## src/rtl/frontend_lock_ctrl.sv

```systemverilog
// frontend_lock_ctrl: qualifies per-field measurements into a lock state, raises mode IRQs
// and commits double-buffered frontend config at field boundaries.
module frontend_lock_ctrl #(
   parameter int STABLE_FRAMES = 3,
   parameter int LOST_FRAMES   = 2,
   parameter int VTOTAL_TOL    = 1,
   parameter int PCNT_TOL      = 16,
   parameter int TIMEOUT       = 2700000
) (
   input  logic        CLK_MEAS_i,
   input  logic        reset_n,
   input  logic        frame_stb_i,
   input  logic [10:0] vtotal_i,
   input  logic [19:0] pcnt_frame_i,
   input  logic        interlace_i,
   input  logic        cfg_wr_i,
   input  logic [31:0] hv_cfg_i,
   input  logic [31:0] hv_cfg2_i,
   input  logic [31:0] hv_cfg3_i,
   input  logic        irq_clr_i,
   output logic [31:0] hv_in_config_o,
   output logic [31:0] hv_in_config2_o,
   output logic [31:0] hv_in_config3_o,
   output logic        cfg_busy_o,
   output logic [1:0]  state_o,
   output logic        lock_o,
   output logic        mode_change_o,
   output logic        irq_o,
   output logic [10:0] vtotal_o,
   output logic [19:0] pcnt_frame_o,
   output logic        interlace_o
);
   localparam int SW = $clog2(STABLE_FRAMES + 2);
   localparam int LW = $clog2(LOST_FRAMES + 2);
   localparam int WW = $clog2(TIMEOUT + 1);
   localparam logic signed [11:0] VT_TOL = 12'(VTOTAL_TOL);
   localparam logic signed [20:0] PC_TOL = 21'(PCNT_TOL);
   typedef enum logic [1:0] {NOSYNC = 2'd0, ACQUIRE = 2'd1, LOCKED = 2'd2, LOST = 2'd3} state_t;
   state_t state_q, state_d;
   logic [SW-1:0] stab_q, stab_d;
   logic [LW-1:0] miss_q, miss_d;
   logic [10:0] cand_vt_q, cand_vt_d, ref_vt_q, ref_vt_d;
   logic [19:0] cand_pc_q, cand_pc_d, ref_pc_q, ref_pc_d;
   logic cand_il_q, cand_il_d, ref_il_q, ref_il_d;
   logic mc_q, mc_d, irq_q, irq_d, irq_set, busy_q, busy_d;
   logic commit, wd_to, match, lock_now, drop, load;
   logic [WW-1:0] wd_q, wd_d;
   logic [2:0][31:0] sh_q, sh_d, cfg_q, cfg_d;
   logic signed [11:0] dv;
   logic signed [20:0] dp;
   // Reference is the candidate while acquiring, the latched lock values otherwise.
   assign dv = $signed({1'b0, vtotal_i}) - $signed({1'b0, state_q == ACQUIRE ? cand_vt_q : ref_vt_q});
   assign dp = $signed({1'b0, pcnt_frame_i}) - $signed({1'b0, state_q == ACQUIRE ? cand_pc_q : ref_pc_q});
   assign match = dv >= -VT_TOL && dv <= VT_TOL && dp >= -PC_TOL && dp <= PC_TOL &&
                  interlace_i == (state_q == ACQUIRE ? cand_il_q : ref_il_q);
   assign wd_to = state_q != NOSYNC && wd_q == WW'(TIMEOUT - 1);
   assign wd_d = frame_stb_i ? '0 : wd_q == WW'(TIMEOUT - 1) ? wd_q : wd_q + 1'b1;
   // A write in the same cycle as a strobe defers the commit to a later strobe.
   assign commit = busy_q && !cfg_wr_i && (frame_stb_i || state_q == NOSYNC);
   assign busy_d = cfg_wr_i || (busy_q && !commit);
   assign sh_d = cfg_wr_i ? {hv_cfg3_i, hv_cfg2_i, hv_cfg_i} : sh_q;
   assign cfg_d = commit ? sh_q : cfg_q;
   assign irq_d = irq_set || (irq_q && !irq_clr_i);
   always_ff @(posedge CLK_MEAS_i) begin
      if (!reset_n) begin
         state_q   <= NOSYNC;
         stab_q    <= '0;
         miss_q    <= '0;
         cand_vt_q <= '0;
         cand_pc_q <= '0;
         cand_il_q <= 1'b0;
         ref_vt_q  <= '0;
         ref_pc_q  <= '0;
         ref_il_q  <= 1'b0;
         mc_q      <= 1'b0;
         irq_q     <= 1'b0;
         busy_q    <= 1'b0;
         wd_q      <= '0;
         sh_q      <= '0;
         cfg_q     <= '0;
      end else begin
         state_q   <= state_d;
         stab_q    <= stab_d;
         miss_q    <= miss_d;
         cand_vt_q <= cand_vt_d;
         cand_pc_q <= cand_pc_d;
         cand_il_q <= cand_il_d;
         ref_vt_q  <= ref_vt_d;
         ref_pc_q  <= ref_pc_d;
         ref_il_q  <= ref_il_d;
         mc_q      <= mc_d;
         irq_q     <= irq_d;
         busy_q    <= busy_d;
         wd_q      <= wd_d;
         sh_q      <= sh_d;
         cfg_q     <= cfg_d;
      end
   end
   always_comb begin
      state_d   = state_q;
      stab_d    = stab_q;
      miss_d    = miss_q;
      cand_vt_d = cand_vt_q;
      cand_pc_d = cand_pc_q;
      cand_il_d = cand_il_q;
      ref_vt_d  = ref_vt_q;
      ref_pc_d  = ref_pc_q;
      ref_il_d  = ref_il_q;
      mc_d      = 1'b0;
      irq_set   = 1'b0;
      lock_now  = 1'b0;
      drop      = 1'b0;
      load      = 1'b0;
      if (wd_to) begin
         state_d = NOSYNC;
         irq_set = state_q[1];
         stab_d  = '0;
         miss_d  = '0;
      end else if (frame_stb_i) begin
         case (state_q)
            NOSYNC: begin
               load     = 1'b1;
               state_d  = ACQUIRE;
               lock_now = STABLE_FRAMES == 1;
            end
            ACQUIRE: begin
               load     = !match;
               stab_d   = stab_q + 1'b1;
               lock_now = match && stab_q + 1'b1 >= SW'(STABLE_FRAMES);
            end
            LOCKED: begin
               miss_d  = match ? miss_q : LW'(1);
               state_d = match ? LOCKED : LOST;
               drop    = !match && LOST_FRAMES == 1;
            end
            LOST: begin
               miss_d  = match ? '0 : miss_q + 1'b1;
               state_d = match ? LOCKED : LOST;
               drop    = !match && miss_q + 1'b1 >= LW'(LOST_FRAMES);
            end
         endcase
         if (drop) begin
            state_d = ACQUIRE;
            load    = 1'b1;
            miss_d  = '0;
            irq_set = 1'b1;
         end
         if (load) begin
            cand_vt_d = vtotal_i;
            cand_pc_d = pcnt_frame_i;
            cand_il_d = interlace_i;
            stab_d    = SW'(1);
         end
         if (lock_now) begin
            state_d  = LOCKED;
            ref_vt_d = vtotal_i;
            ref_pc_d = pcnt_frame_i;
            ref_il_d = interlace_i;
            mc_d     = 1'b1;
            irq_set  = 1'b1;
         end
      end
   end
   always_comb begin
      state_o       = state_q;
      lock_o        = state_q[1];
      mode_change_o = mc_q;
      irq_o         = irq_q;
      cfg_busy_o    = busy_q;
      vtotal_o      = ref_vt_q;
      pcnt_frame_o  = ref_pc_q;
      interlace_o   = ref_il_q;
      {hv_in_config3_o, hv_in_config2_o, hv_in_config_o} = cfg_q;
   end
endmodule

```

## config.mk

```make
export PLATFORM = sky130hd
export DESIGN_NAME = frontend_lock_ctrl
export DESIGN_NICKNAME = d
export VERILOG_FILES = /design/src/rtl/frontend_lock_ctrl.sv
export SDC_FILE = /design/constraint.sdc
export NUM_CORES = 1
export LEC_CHECK = 0
export BUFFER_PORTS_ARGS = -buffer_cell sky130_fd_sc_hd__buf_4
export CAP_MARGIN = 40
export CORE_MARGIN = 4
export CORE_UTILIZATION = 60
export CTS_CLUSTER_SIZE = 40
export DETAILED_ROUTE_END_ITERATION = 6
export PLACE_DENSITY = 0.86
export SETUP_SLACK_MARGIN = 0.3
export SYNTH_ARGS = -nofsm -noshare
export SYNTH_HDL_FRONTEND = slang
export SYNTH_SLANG_ARGS = --single-unit
```

## constraint.sdc

```tcl
create_clock -name CLK_MEAS_i -period 6.8 [get_ports CLK_MEAS_i]
set_input_delay 0.34 -clock CLK_MEAS_i [delete_from_list [all_inputs] [get_ports CLK_MEAS_i]]
set_output_delay 0.34 -clock CLK_MEAS_i [all_outputs]
set_load 0.05 [all_outputs]
```

==> impl_results.html, run 1 <==
<table>
<tr><th>Metric</th><th>Value</th></tr>
<tr><th colspan="2">STA</th></tr>
<tr><td>Sum of negative setup slack</td><td>0 ns</td></tr>
<tr><td>Part of the cycle the worst path needs</td><td>0.8161</td></tr>
<tr><td>Remaining max-slew budget at the tightest pin</td><td>0.4590</td></tr>
<tr><td>Tightest Pin Transition</td><td>0.8114 ns</td></tr>
<tr><td>Worst setup slack after layout</td><td>1.250 ns</td></tr>
<tr><td>Final hold violation count</td><td>0</td></tr>
<tr><td>Worst-case hold slack</td><td>0.01538 ns</td></tr>
<tr><td>Setup repair after global routing missed its margin</td><td>false</td></tr>
<tr><td>Worst clock skew</td><td>0.01483 ns</td></tr>
<tr><td>Maximum clock rate</td><td>180.2 MHz</td></tr>
<tr><td>Slew Viols, Final</td><td>0</td></tr>
<tr><td>Number of setup violations in the final report</td><td>0</td></tr>
<tr><td>Time the worst path needs with I/O delays and setup</td><td>5.550 ns</td></tr>
<tr><th colspan="2">Run</th></tr>
<tr><td>Max_cap viols</td><td>0</td></tr>
<tr><th colspan="2">Power and ir drop</th></tr>
<tr><td>Power density relative to cell area</td><td>238.5 mW/mm^2</td></tr>
<tr><td>Worst VDD drop</td><td>0.0002576 V</td></tr>
<tr><td>Leakage dissipation</td><td>6.939 nW</td></tr>
<tr><th colspan="2">Placed design</th></tr>
<tr><td>Pre-CTS worst setup slack</td><td>1.385 ns</td></tr>
<tr><td>IO Port Bufs</td><td>266</td></tr>
<tr><td>Placement Cell Area</td><td>0.01578 sq mm</td></tr>
<tr><td>Hpwl dp</td><td>24030 um</td></tr>
<tr><td>Final weighted congestion of routability-driven global placement</td><td>0.8954</td></tr>
<tr><th colspan="2">Worst setup path</th></tr>
<tr><td>Worst-case reg-to-reg path depth</td><td>16</td></tr>
<tr><td>Crit path kind</td><td>reg2reg</td></tr>
<tr><td>Arrival time at the worst endpoint</td><td>6.06 ns</td></tr>
<tr><td>Internal reg-to-reg setup slack</td><td>1.25 ns</td></tr>
<tr><td>Critical path data required time</td><td>7.31 ns</td></tr>
<tr><td>Category of the worst setup path launch point</td><td>flip-flop</td></tr>
<tr><td>Peak per-stage delay on the critical path</td><td>0.62 ns</td></tr>
<tr><td>Critical Path Sink Type</td><td>flip-flop</td></tr>
<tr><td>Critical Path, Cell by Cell</td><td>nor2b_4, buf_4, mux2_2, ha_1, fa_1, nand2b_1, a21oi_1, o22ai_1, xnor2_1, and2_1, nor4bb_1, o221ai_1, nor4_1, a31oi_2, or3_1, o2bb2ai_1</td></tr>
<tr><td>Critical Path Fanout Max</td><td>21</td></tr>
<tr><td>Critical path's top delay family</td><td>simple AND/OR/NAND/NOR gates</td></tr>
<tr><td>Buffers and inverters on the worst path</td><td>1</td></tr>
<tr><td>Slowest-stage cell, CP</td><td>nor2b_4</td></tr>
<tr><td>R2R Path Start</td><td>state_o[0]</td></tr>
<tr><td>Capture point of the worst reg-to-reg path</td><td>stab_q[1]</td></tr>
<tr><th colspan="2">Floorplanning</th></tr>
<tr><td>Starting density of the core</td><td>0.6171</td></tr>
<tr><td>Number of placement rows</td><td>54</td></tr>
<tr><td>Ports</td><td>267</td></tr>
<tr><td>Width of the chip</td><td>158.7 um</td></tr>
<tr><td>Area enclosed by the die boundary</td><td>0.02520 sq mm</td></tr>
<tr><td>Core outline area</td><td>0.02209 sq mm</td></tr>
<tr><td>Vertical die dimension</td><td>158.7 um</td></tr>
<tr><th colspan="2">Clock tree</th></tr>
<tr><td>Hold buffers post-CTS</td><td>0</td></tr>
<tr><td>Number of sinks on the clock net</td><td>288</td></tr>
<tr><td>Number of buffers on the longest clock path</td><td>3</td></tr>
<tr><td>Clock insertion delay at the later pin of the skew report</td><td>0.57 ns</td></tr>
<tr><td>TritonCTS clock tree</td><td>done</td></tr>
<tr><td>Clock root buffer master</td><td>clkbuf_16</td></tr>
<tr><td>Number of buffers created by CTS</td><td>31</td></tr>
<tr><td>Setup bufs post-CTS</td><td>0</td></tr>
<tr><td>Count of instances resized after the clock tree is built</td><td>0</td></tr>
<tr><td>H-tree lvl count</td><td>1</td></tr>
<tr><td>Clock slew seen by the registers of the worst setup and hold paths</td><td>0.07 ns</td></tr>
<tr><th colspan="2">Drt</th></tr>
<tr><td>Violation count after the first detailed-routing iteration</td><td>635</td></tr>
<tr><td>Post-route ant nets</td><td>0</td></tr>
<tr><td>Routed WL per cell</td><td>17.03 um</td></tr>
<tr><td>Vias/cell</td><td>5.545</td></tr>
<tr><td>Drt pass-1 iters</td><td>5</td></tr>
<tr><td>Detailed-route wire length</td><td>34230 um</td></tr>
<tr><td>Routed via count</td><td>11150</td></tr>
<tr><td>Residual DRC count</td><td>0</td></tr>
<tr><th colspan="2">Final layout</th></tr>
<tr><td>Most common cell after layout, fill and taps aside</td><td>nand2_1</td></tr>
<tr><td>Multi-input gate area</td><td>0.007387 sq mm</td></tr>
<tr><td>Most frequent cells in the layout</td><td>nand2_1, dfxtp_1, buf_4</td></tr>
<tr><td>Finished layout cell area</td><td>0.01684 sq mm</td></tr>
<tr><td>Fillers</td><td>1531</td></tr>
<tr><td>Fraction of layout cells with a size suffix above 1</td><td>0.2127</td></tr>
<tr><td>Area taken by flip-flops and latches</td><td>0.005766 sq mm</td></tr>
<tr><td># diodes</td><td>0</td></tr>
<tr><td>Area growth, synth to finish</td><td>23.55%</td></tr>
<tr><td>Post-layout net count</td><td>1875</td></tr>
<tr><th colspan="2">Synth</th></tr>
<tr><td>Synthesized cell area</td><td>0.01363 sq mm</td></tr>
<tr><td>Most frequently used flop master after synthesis</td><td>dfxtp_1</td></tr>
<tr><td>Net Count, Synth</td><td>1653</td></tr>
<tr><td>Top-area cell type share of the netlist area</td><td>0.4229</td></tr>
<tr><td>Number of enable flip-flop cells after synthesis</td><td>0</td></tr>
<tr><td>Unique cell type count in the Yosys netlist</td><td>90</td></tr>
<tr><td>Syn Inst Count</td><td>1484</td></tr>
<tr><td>Biggest area contributors in the synthesized netlist</td><td>dfxtp_1, mux2i_1, nand2_1, nor2b_1, a21boi_0</td></tr>
<tr><td>Flip-flop and latch count after synthesis</td><td>288</td></tr>
<tr><td>Synthesis warning total</td><td>0</td></tr>
<tr><td>Share of synthesized area occupied by flip-flops and latches</td><td>0.4229</td></tr>
<tr><td>Per-instance average area after synthesis</td><td>9.187 sq um</td></tr>
<tr><td>Share of flip-flops with an asynchronous set or reset after synthesis</td><td>0</td></tr>
<tr><td>Largest area contributor in the synthesized netlist</td><td>dfxtp_1</td></tr>
<tr><th colspan="2">Min path</th></tr>
<tr><td>Worst hold path startpoint</td><td>reset_n</td></tr>
<tr><td>Instance count along the most critical hold path</td><td>2</td></tr>
<tr><td>Type of the tightest min-delay check</td><td>in2reg</td></tr>
<tr><td>Hold Path Sink</td><td>sh_q[8]</td></tr>
<tr><th colspan="2">GRT</th></tr>
<tr><td>Via count of the first global-routing pass</td><td>11210</td></tr>
<tr><td>Antenna violations before repair</td><td>0</td></tr>
<tr><td>Largest net degree at the start of global routing</td><td>150</td></tr>
<tr><td>GRT overflow</td><td>0</td></tr>
<tr><td>GR Util All Layers</td><td>0.2586</td></tr>
<tr><td>Global-route wire length before repair</td><td>55860 um</td></tr>
<tr><th colspan="2">Outcome</th></tr>
<tr><td>Outcome</td><td>complete, no violations</td></tr>
</table>
## layout make-up
cell class | instances | share of cell area
multi-input combinational | 1087 | 0.4386
sequential | 288 | 0.3423
clock buffer | 43 | 0.05289
inverter | 18 | 0.004011
tap | 280 | 0.02080
timing repair buffer | 280 | 0.1310
clock inverter | 14 | 0.01047
## where the power goes
part           internal [mW]  switching, mW
combinational          0.225          0.288
clock                   1.03          0.697
sequential              1.74         0.0314
## flip-flops by register name (all words and copies together) (netlist names), 20 cells and up
signal,flops
wd_q,22
hv_in_config3_o,32
sh_q,96
hv_in_config_o,32
cand_pc_q,20
hv_in_config2_o,32
pcnt_frame_o,20
## how the worst max path moves through the flow
stage                     startpoint                to  cells past startpoint
final                     state_o[0]         stab_q[1]                     16
after global routing      state_o[0]         stab_q[2]                     16
after CTS                 state_o[0]  pcnt_frame_o[12]                     17
after detailed placement  state_o[0]  pcnt_frame_o[12]                     17
after global placement    state_o[0]   pcnt_frame_o[4]                     16
after floorplan           state_o[0]  pcnt_frame_o[10]                     19
## kinds of logic (layout without fill, tap and decap cells)
| kind of cell | after synthesis | count (layout) | share of synthesized area |
|---|---|---|---|
| flops | 288 | 288 | 0.4229 |
| compound gates | 229 | 229 | 0.1278 |
| xor+xnor | 37 | 37 | 0.02377 |
| buf+inv | 109 | 355 | 0.03689 |
| mux | 195 | 195 | 0.1435 |
| fa+ha+maj | 36 | 36 | 0.03414 |
| simple gates | 590 | 590 | 0.2110 |
## through the flow
step,total power [mW],utilization,instances
after CTS,4.048,0.7624,2010
after detailed placement,2.318,0.7141,1953
after floorplan,2.156,-,1484
after global placement,2.299,0.7078,1948
after global routing,4.168,0.7624,2010
final,4.018,0.7624,2010
## Yosys cell counts, types with 7 or more instances
master / instances
a21o_1: 10
nand4_1: 9
xnor2_1: 18
or3_1: 8
ha_1: 34
clkbuf_1: 71
nor2b_1: 135
o21ai_0: 11
a21boi_0: 99
nand3_1: 18
nand2b_1: 10
dfxtp_1: 288
inv_1: 18
mux2i_1: 191
xor2_1: 19
and2_1: 7
nor4_1: 11
nor3_1: 19
a21oi_1: 29
nand2_1: 290
nor2_1: 52
## layer usage
| metal | vias to the layer above | share of wire | global-route usage |
|---|---|---|---|
| met5 | - | 0 | 0 |
| met4 | 0 | 0.027 | 0.07535 |
| met3 | 53 | 0.087 | 0.08917 |
| met2 | 306 | 0.48 | 0.4436 |
| met1 | 5246 | 0.41 | 0.3090 |
| li1 | 5541 | - | - |
Power figures use the tool's default switching activity.
==> run 2: changes to the inputs <==
CORE_UTILIZATION = 50   (was 60)
PLACE_DENSITY = 0.76   (was 0.86)
clock period = 5.1 ns   (was 6.8 ns; I/O delays follow)
==> impl_results.html, run 2 (synthesized netlist as in run 1, its figures left out) <==
<table>
<tr><th>Metric</th><th>Value</th></tr>
<tr><th colspan="2">Outcome</th></tr>
<tr><td>Outcome</td><td>complete, no violations</td></tr>
<tr><th colspan="2">STA</th></tr>
<tr><td>Sum of negative setup slack</td><td>0 ns</td></tr>
<tr><td>Worst clock skew</td><td>0.01574 ns</td></tr>
<tr><td>Worst-case hold slack</td><td>0.03985 ns</td></tr>
<tr><td>Setup repair after global routing missed its margin</td><td>false</td></tr>
<tr><td>Maximum clock rate</td><td>225.8 MHz</td></tr>
<tr><td>Tightest Pin Transition</td><td>0.8850 ns</td></tr>
<tr><td>Time the worst path needs with I/O delays and setup</td><td>4.429 ns</td></tr>
<tr><td>Slew Viols, Final</td><td>0</td></tr>
<tr><td>Final hold violation count</td><td>0</td></tr>
<tr><td>Number of setup violations in the final report</td><td>0</td></tr>
<tr><td>Part of the cycle the worst path needs</td><td>0.8684</td></tr>
<tr><td>Remaining max-slew budget at the tightest pin</td><td>0.4100</td></tr>
<tr><th colspan="2">Clock tree</th></tr>
<tr><td>Number of buffers created by CTS</td><td>30</td></tr>
<tr><td>H-tree lvl count</td><td>1</td></tr>
<tr><td>Number of sinks on the clock net</td><td>288</td></tr>
<tr><td>TritonCTS clock tree</td><td>done</td></tr>
<tr><td>Clock root buffer master</td><td>clkbuf_16</td></tr>
<tr><td>Count of instances resized after the clock tree is built</td><td>0</td></tr>
<tr><td>Clock slew seen by the registers of the worst setup and hold paths</td><td>0.06 ns</td></tr>
<tr><td>Number of buffers on the longest clock path</td><td>3</td></tr>
<tr><td>Setup bufs post-CTS</td><td>0</td></tr>
<tr><td>Clock insertion delay at the later pin of the skew report</td><td>0.57 ns</td></tr>
<tr><th colspan="2">Power and ir drop</th></tr>
<tr><td>Clock share of power</td><td>0.418</td></tr>
<tr><td>Worst VDD drop</td><td>0.0002783 V</td></tr>
<tr><td>Sequential cell fraction of total power</td><td>0.440</td></tr>
<tr><td>Internal power consumption</td><td>4.028 mW</td></tr>
<tr><td>Leakage dissipation</td><td>7.415 nW</td></tr>
<tr><td>Total net switching power</td><td>1.352 mW</td></tr>
<tr><td>Power density relative to cell area</td><td>297.3 mW/mm^2</td></tr>
<tr><td>Net Sw Frac</td><td>0.2513</td></tr>
<tr><td>Logic pwr share</td><td>0.142</td></tr>
<tr><th colspan="2">Worst setup path</th></tr>
<tr><td>Arrival time at the worst endpoint</td><td>4.88 ns</td></tr>
<tr><td>Category of the worst setup path launch point</td><td>flip-flop</td></tr>
<tr><td>Critical Path Sink Type</td><td>flip-flop</td></tr>
<tr><td>Critical path data required time</td><td>5.55 ns</td></tr>
<tr><td>Crit path kind</td><td>reg2reg</td></tr>
<tr><td>Critical Path Fanout Max</td><td>16</td></tr>
<tr><th colspan="2">Drt</th></tr>
<tr><td>Routed via count</td><td>11660</td></tr>
<tr><td>Vias/cell</td><td>5.296</td></tr>
<tr><td>Detailed-route wire length</td><td>36590 um</td></tr>
<tr><td>Drt pass-1 iters</td><td>5</td></tr>
<tr><td>Routed WL per cell</td><td>16.62 um</td></tr>
<tr><td>Post-route ant nets</td><td>0</td></tr>
<tr><td>Residual DRC count</td><td>0</td></tr>
<tr><td>Violation count after the first detailed-routing iteration</td><td>553</td></tr>
<tr><th colspan="2">Floorplanning</th></tr>
<tr><td>Starting density of the core</td><td>0.5073</td></tr>
<tr><td>Width of the chip</td><td>173.1 um</td></tr>
<tr><td>Ports</td><td>267</td></tr>
<tr><td>Vertical die dimension</td><td>173.1 um</td></tr>
<tr><td>Number of placement rows</td><td>60</td></tr>
<tr><td>Core outline area</td><td>0.02688 sq mm</td></tr>
<tr><td>Area enclosed by the die boundary</td><td>0.02997 sq mm</td></tr>
<tr><th colspan="2">Run</th></tr>
<tr><td>Max_cap viols</td><td>0</td></tr>
<tr><th colspan="2">GRT</th></tr>
<tr><td>Antenna violations before repair</td><td>2</td></tr>
<tr><td>Peak-usage layer in the global routing report</td><td>met2</td></tr>
<tr><td>Via count of the first global-routing pass</td><td>11740</td></tr>
<tr><td>Global routing met1 resource utilization</td><td>0.2794</td></tr>
<tr><td>GR Util met3</td><td>0.06296</td></tr>
<tr><td>GRT overflow</td><td>0</td></tr>
<tr><td>Met2 demand-to-capacity share in global routing</td><td>0.4021</td></tr>
<tr><td>Global-route wire length before repair</td><td>59560 um</td></tr>
<tr><td>Largest net degree at the start of global routing</td><td>153</td></tr>
<tr><td>GR Util All Layers</td><td>0.2321</td></tr>
<tr><th colspan="2">Final layout</th></tr>
<tr><td>Most frequent cells in the layout</td><td>nand2_1, dfxtp_1, buf_4</td></tr>
<tr><td>Max FFs per register</td><td>96</td></tr>
<tr><td>Post-layout net count</td><td>2004</td></tr>
<tr><td>Fraction of layout cells with a size suffix above 1</td><td>0.1954</td></tr>
<tr><td>Area growth, synth to finish</td><td>32.74%</td></tr>
<tr><td>Finished layout cell area</td><td>0.01810 sq mm</td></tr>
<tr><td>Register name with the most flops</td><td>sh_q</td></tr>
<tr><td>Most common cell after layout, fill and taps aside</td><td>nand2_1</td></tr>
<tr><td>Final cell count without fillers</td><td>2201</td></tr>
<tr><td>Final core utilization</td><td>0.6733</td></tr>
<tr><th colspan="2">Placed design</th></tr>
<tr><td>Final weighted congestion of routability-driven global placement</td><td>0.8832</td></tr>
<tr><td>Placement Cell Area</td><td>0.01578 sq mm</td></tr>
<tr><td>Hpwl dp</td><td>24150 um</td></tr>
<tr><td>IO Port Bufs</td><td>266</td></tr>
<tr><td>Number of cells after detailed placement</td><td>2016</td></tr>
<tr><th colspan="2">Min path</th></tr>
<tr><td>Type of the tightest min-delay check</td><td>in2reg</td></tr>
</table>
## run 2: cell types whose count changed in the layout (fill, tap and decap cells not counted), sizes merged
cell,change
inv,-2
clkbuf,+4
dlygate4sd3,+128
clkinvlp,+1
diode,+2
clkinv,-5
buf,+2
## run 2: critical path, stage by stage, from the launching register on
cell,delay [ns]
dfxtp_1,0.34
nor2b_4,0.23
buf_4,0.28
mux2i_1,0.16
fa_1,0.46
a211oi_2,0.37
o21ai_1,0.18
a311oi_1,0.38
o221ai_1,0.17
nor4_2,0.30
nand2_1,0.11
nor4b_2,0.29
o2111ai_2,0.19
a21oi_4,0.21
buf_4,0.32
mux2i_1,0.26
nor2b_1,0.06
## run 2: power by group through the flow
stage / logic, mW / clock network (mW) / registers, mW
detailed placement: 0.674 / 0 / 2.41
global placement: 0.660 / 0 / 2.41
global route: 0.831 / 2.38 / 2.37
CTS: 0.758 / 2.29 / 2.36
floorplan: 0.427 / 0 / 2.45
finish: 0.765 / 2.25 / 2.37
## run 2: metrics by stage
step | setup WS [ns] | power, mW
2_1_floorplan | 0.3834 | 2.874
3_3_place_gp | 0.8909 | 3.070
3_5_place_dp | 0.7150 | 3.087
4_1_cts | 0.6872 | 5.415
5_1_grt | 0.3398 | 5.582
6_report | 0.6713 | 5.379
## run 2: per-layer routing
metal	wire length (um)	share of wire	vias to the layer above
met1	15360	0.42	5476
met3	2393	0.065	77
met4	1333	0.036	0
li1	-	-	5797
met5	0	0	-
met2	17500	0.48	307
## run 2: final timing paths
kind                      from                to  slack, ns  cells past startpoint
hold / removal     frame_stb_i        state_o[0]       0.04                      2
hold reg to reg   cand_pc_q[0]      cand_pc_q[0]       0.46                      2
setup reg to reg    state_o[0]  pcnt_frame_o[12]       0.67                     16
setup / recovery    state_o[0]  pcnt_frame_o[12]       0.67                     16
## run 2: layout make-up
cell class / count / area, sq um
Tap cell: 341 / 426.7
Multi-Input combinational cell: 1087 / 7387
Clock inverter: 8 / 145.1
Inverter: 18 / 67.56
Timing Repair Buffer: 410 / 3415
Antenna cell: 2 / 5.005
Fill cell: 2061 / 8780
Sequential cell: 288 / 5766
Clock buffer: 47 / 884.6
## run 2: timing repair
action,in CTS,in global routing
hold buffers,128,0
hold endpoints to repair,156,0
setup endpoints to repair,0,0
==> run 3: changes to the inputs <==
ABC_AREA = 1   (was not set)
==> impl_results.html, run 3 <==
<table>
<tr><th>Metric</th><th>Value</th></tr>
<tr><th colspan="2">Synth</th></tr>
<tr><td>Top-area cell type share of the netlist area</td><td>0.4309</td></tr>
<tr><td>Per-instance average area after synthesis</td><td>7.061 sq um</td></tr>
<tr><td>Biggest area contributors in the synthesized netlist</td><td>dfxtp_1, nand2_1, nor2_1, a21oi_1, o21ai_0</td></tr>
<tr><td>Syn Inst Count</td><td>1895</td></tr>
<tr><td>Share of synthesized area occupied by flip-flops and latches</td><td>0.4309</td></tr>
<tr><td>Number of enable flip-flop cells after synthesis</td><td>0</td></tr>
<tr><td>Share of flip-flops with an asynchronous set or reset after synthesis</td><td>0</td></tr>
<tr><td>Flip-flop and latch count after synthesis</td><td>288</td></tr>
<tr><td>Unique cell type count in the Yosys netlist</td><td>42</td></tr>
<tr><td>Leading cell type by number of instances after synthesis</td><td>nand2_1</td></tr>
<tr><td>Synthesis warning total</td><td>0</td></tr>
<tr><td>Net Count, Synth</td><td>2064</td></tr>
<tr><td>Synthesized cell area</td><td>0.01338 sq mm</td></tr>
<tr><td>Most frequently used flop master after synthesis</td><td>dfxtp_1</td></tr>
<tr><td>Most frequent cells after synthesis</td><td>nand2_1, nor2_1, dfxtp_1</td></tr>
<tr><td>Largest area contributor in the synthesized netlist</td><td>dfxtp_1</td></tr>
<tr><th colspan="2">STA</th></tr>
<tr><td>Part of the cycle the worst path needs</td><td>0.8252</td></tr>
<tr><td>Sum of negative setup slack</td><td>0 ns</td></tr>
<tr><td>Tightest Pin Transition</td><td>0.8196 ns</td></tr>
<tr><td>Maximum clock rate</td><td>237.6 MHz</td></tr>
<tr><td>Setup repair after global routing missed its margin</td><td>false</td></tr>
<tr><td>Remaining max-slew budget at the tightest pin</td><td>0.4536</td></tr>
<tr><td>Number of setup violations in the final report</td><td>0</td></tr>
<tr><td>Slew Viols, Final</td><td>0</td></tr>
<tr><td>Worst clock skew</td><td>0.01322 ns</td></tr>
<tr><td>Worst setup slack after layout</td><td>0.8916 ns</td></tr>
<tr><td>Time the worst path needs with I/O delays and setup</td><td>4.208 ns</td></tr>
<tr><td>Final hold violation count</td><td>0</td></tr>
<tr><th colspan="2">Worst setup path</th></tr>
<tr><td>Logic depth of the worst path, buffers included</td><td>24</td></tr>
<tr><td>Peak per-stage delay on the critical path</td><td>0.51 ns</td></tr>
<tr><td>Critical path's top delay family</td><td>simple AND/OR/NAND/NOR gates</td></tr>
<tr><td>Critical path data required time</td><td>5.58 ns</td></tr>
<tr><td>Buffers and inverters on the worst path</td><td>4</td></tr>
<tr><td>Most frequent cell on the critical path</td><td>nand2_1</td></tr>
<tr><td>Slowest-stage cell, CP</td><td>buf_4</td></tr>
<tr><td>Critical Path Fanout Max</td><td>65</td></tr>
<tr><td>Crit path kind</td><td>reg2reg</td></tr>
<tr><td>Category of the worst setup path launch point</td><td>flip-flop</td></tr>
<tr><td>Arrival time at the worst endpoint</td><td>4.69 ns</td></tr>
<tr><td>Critical Path, Cell by Cell</td><td>inv_1, nor2_4, buf_4, nand2_1, nand2_1, ha_1, inv_1, fa_1, nand2_1, nand2_1, nand3_1, nand2_1, nand2_1, nand3_1, nand2_1, nand3_1, nor2_1, nand3_1, nand2_2, nand4_4, nor2_4, buf_4, o21ai_0, a21oi_1</td></tr>
<tr><td>Worst-case reg-to-reg path depth</td><td>24</td></tr>
<tr><td>Critical Path Sink Type</td><td>flip-flop</td></tr>
<tr><th colspan="2">Min path</th></tr>
<tr><td>Type of the tightest min-delay check</td><td>in2reg</td></tr>
<tr><td>Instance count along the most critical hold path</td><td>3</td></tr>
<tr><th colspan="2">Final layout</th></tr>
<tr><td>Area growth, synth to finish</td><td>33.18%</td></tr>
<tr><td>Register name with the most flops</td><td>sh_q</td></tr>
<tr><td>Fraction of layout cells with a size suffix above 1</td><td>0.1723</td></tr>
<tr><td>Finished layout cell area</td><td>0.01782 sq mm</td></tr>
<tr><td>Most frequent cells in the layout</td><td>nand2_1, nor2_1, dfxtp_1</td></tr>
<tr><td>Post-layout net count</td><td>2404</td></tr>
<tr><td>Most common cell after layout, fill and taps aside</td><td>nand2_1</td></tr>
<tr><td>Max FFs per register</td><td>96</td></tr>
<tr><td>Final core utilization</td><td>0.6800</td></tr>
<tr><th colspan="2">Clock tree</th></tr>
<tr><td>Clock root buffer master</td><td>clkbuf_16</td></tr>
<tr><td>Number of buffers created by CTS</td><td>30</td></tr>
<tr><td>Number of sinks on the clock net</td><td>288</td></tr>
<tr><td>Clock insertion delay at the later pin of the skew report</td><td>0.56 ns</td></tr>
<tr><td>TritonCTS clock tree</td><td>done</td></tr>
<tr><td>H-tree lvl count</td><td>1</td></tr>
<tr><td>Count of instances resized after the clock tree is built</td><td>0</td></tr>
<tr><td>Setup bufs post-CTS</td><td>0</td></tr>
<tr><td>Hold buffers post-CTS</td><td>123</td></tr>
<tr><td>Clock slew seen by the registers of the worst setup and hold paths</td><td>0.06 ns</td></tr>
<tr><td>Number of buffers on the longest clock path</td><td>3</td></tr>
<tr><th colspan="2">Power and ir drop</th></tr>
<tr><td>Total net switching power</td><td>1.485 mW</td></tr>
<tr><td>Logic pwr share</td><td>0.153</td></tr>
<tr><td>Net Sw Frac</td><td>0.2655</td></tr>
<tr><td>Final total power</td><td>5.594 mW</td></tr>
<tr><td>Leakage dissipation</td><td>8.033 nW</td></tr>
<tr><td>Power density relative to cell area</td><td>313.9 mW/mm^2</td></tr>
<tr><td>Internal power consumption</td><td>4.109 mW</td></tr>
<tr><td>Worst VDD drop</td><td>0.0003268 V</td></tr>
<tr><td>Sequential cell fraction of total power</td><td>0.428</td></tr>
<tr><td>Clock share of power</td><td>0.419</td></tr>
<tr><th colspan="2">Floorplanning</th></tr>
<tr><td>Ports</td><td>267</td></tr>
<tr><td>Width of the chip</td><td>171.6 um</td></tr>
<tr><td>Number of placement rows</td><td>59</td></tr>
<tr><td>Vertical die dimension</td><td>171.6 um</td></tr>
<tr><td>Starting density of the core</td><td>0.5106</td></tr>
<tr><td>Core outline area</td><td>0.02621 sq mm</td></tr>
<tr><td>Area enclosed by the die boundary</td><td>0.02944 sq mm</td></tr>
<tr><th colspan="2">Drt</th></tr>
<tr><td>Routed via count</td><td>13810</td></tr>
<tr><td>Detailed-route wire length</td><td>41310 um</td></tr>
<tr><td>Residual DRC count</td><td>0</td></tr>
<tr><td>Drt pass-1 iters</td><td>5</td></tr>
<tr><td>Post-route ant nets</td><td>0</td></tr>
<tr><td>Vias/cell</td><td>5.324</td></tr>
<tr><td>Violation count after the first detailed-routing iteration</td><td>1185</td></tr>
<tr><td>Routed WL per cell</td><td>15.92 um</td></tr>
<tr><th colspan="2">GRT</th></tr>
<tr><td>Global-route wire length before repair</td><td>67140 um</td></tr>
<tr><td>Antenna violations before repair</td><td>1</td></tr>
<tr><td>GRT overflow</td><td>0</td></tr>
<tr><td>Largest net degree at the start of global routing</td><td>89</td></tr>
<tr><td>Via count of the first global-routing pass</td><td>13480</td></tr>
<tr><td>GR Util All Layers</td><td>0.2725</td></tr>
<tr><th colspan="2">Run</th></tr>
<tr><td>Max_cap viols</td><td>0</td></tr>
<tr><th colspan="2">Placed design</th></tr>
<tr><td>Pre-CTS worst setup slack</td><td>1.005 ns</td></tr>
<tr><td>Final weighted congestion of routability-driven global placement</td><td>0.8968</td></tr>
<tr><td>IO Port Bufs</td><td>266</td></tr>
<tr><td>Hpwl dp</td><td>26310 um</td></tr>
<tr><td>Placement Cell Area</td><td>0.01553 sq mm</td></tr>
<tr><th colspan="2">Outcome</th></tr>
<tr><td>Outcome</td><td>complete, no violations</td></tr>
</table>
## run 3: changes by cell type after synthesis, sizes merged, moves of 129 or more
cell,change
o21ai,+132
nor2b,-135
nor2,+245
inv,+129
mux2i,-162
nand2,+172
a21oi,+180
## run 3: final cells by class
class,instances,area [sq um]
clock inverters,16,241.5
multi-input cells,1363,6648
repair buffers,404,3373
well taps,335,419.2
clock buffers,39,814.5
diodes,1,2.502
inverters,148,555.5
fillers,2062,8387
flip-flops and latches,288,5766
## run 3: power groups by stage
stage	clock network, mW	registers, mW	logic (mW)
after floorplan	0	2.50	0.451
after global placement	0	2.44	0.744
after detailed placement	0	2.44	0.758
after CTS	2.38	2.39	0.840
after global routing	2.48	2.40	0.948
final	2.35	2.39	0.855
## run 3: kinds of logic (layout without fill, tap and decap cells)
kind of cell	after synthesis	after routing	synth area share
flip-flops	288	288	0.4309
AO/OA/AOI/OAI	371	371	0.1419
AND/OR/NAND/NOR	920	920	0.2918
other	0	1	0
multiplexers	29	29	0.02169
buffers and inverters	244	607	0.07378
XOR/XNOR	7	7	0.005143
adder cells (fa/ha/maj)	36	36	0.03479
## run 3: routing by layer
metal | up-vias | global-route usage | wire length, um
met2 | 494 | 0.4604 | 19350
met4 | 0 | 0.09749 | 1571
li1 | 6820 | - | -
met1 | 6391 | 0.3377 | 16920
met5 | - | 0 | 0
met3 | 106 | 0.06941 | 3466
## run 3: worst paths after layout
check	startpoint	to	slack, ns
worst max-delay path	state_o[0]	pcnt_frame_o[16]	0.89
worst min-delay path	pcnt_frame_i[15]	pcnt_frame_o[15]	0.01
worst max register to register	state_o[0]	pcnt_frame_o[16]	0.89
worst min register to register	sh_q[43]	hv_in_config2_o[11]	0.46
## run 3: tightest hold or removal path: cells and delay by family
| family | cells | cell delay [ns] |
|---|---|---|
| compound gates | 1 | 0.12 |
| buf+inv | 2 | 0.14 |
## run 3: through the flow
step                hold WS [ns]  instances
finish                   0.01068       2594
global route             0.02407       2594
CTS                    0.0007844       2593
detailed placement        0.4516       2415
global placement          0.4474       2413
floorplan                 0.3899       1895
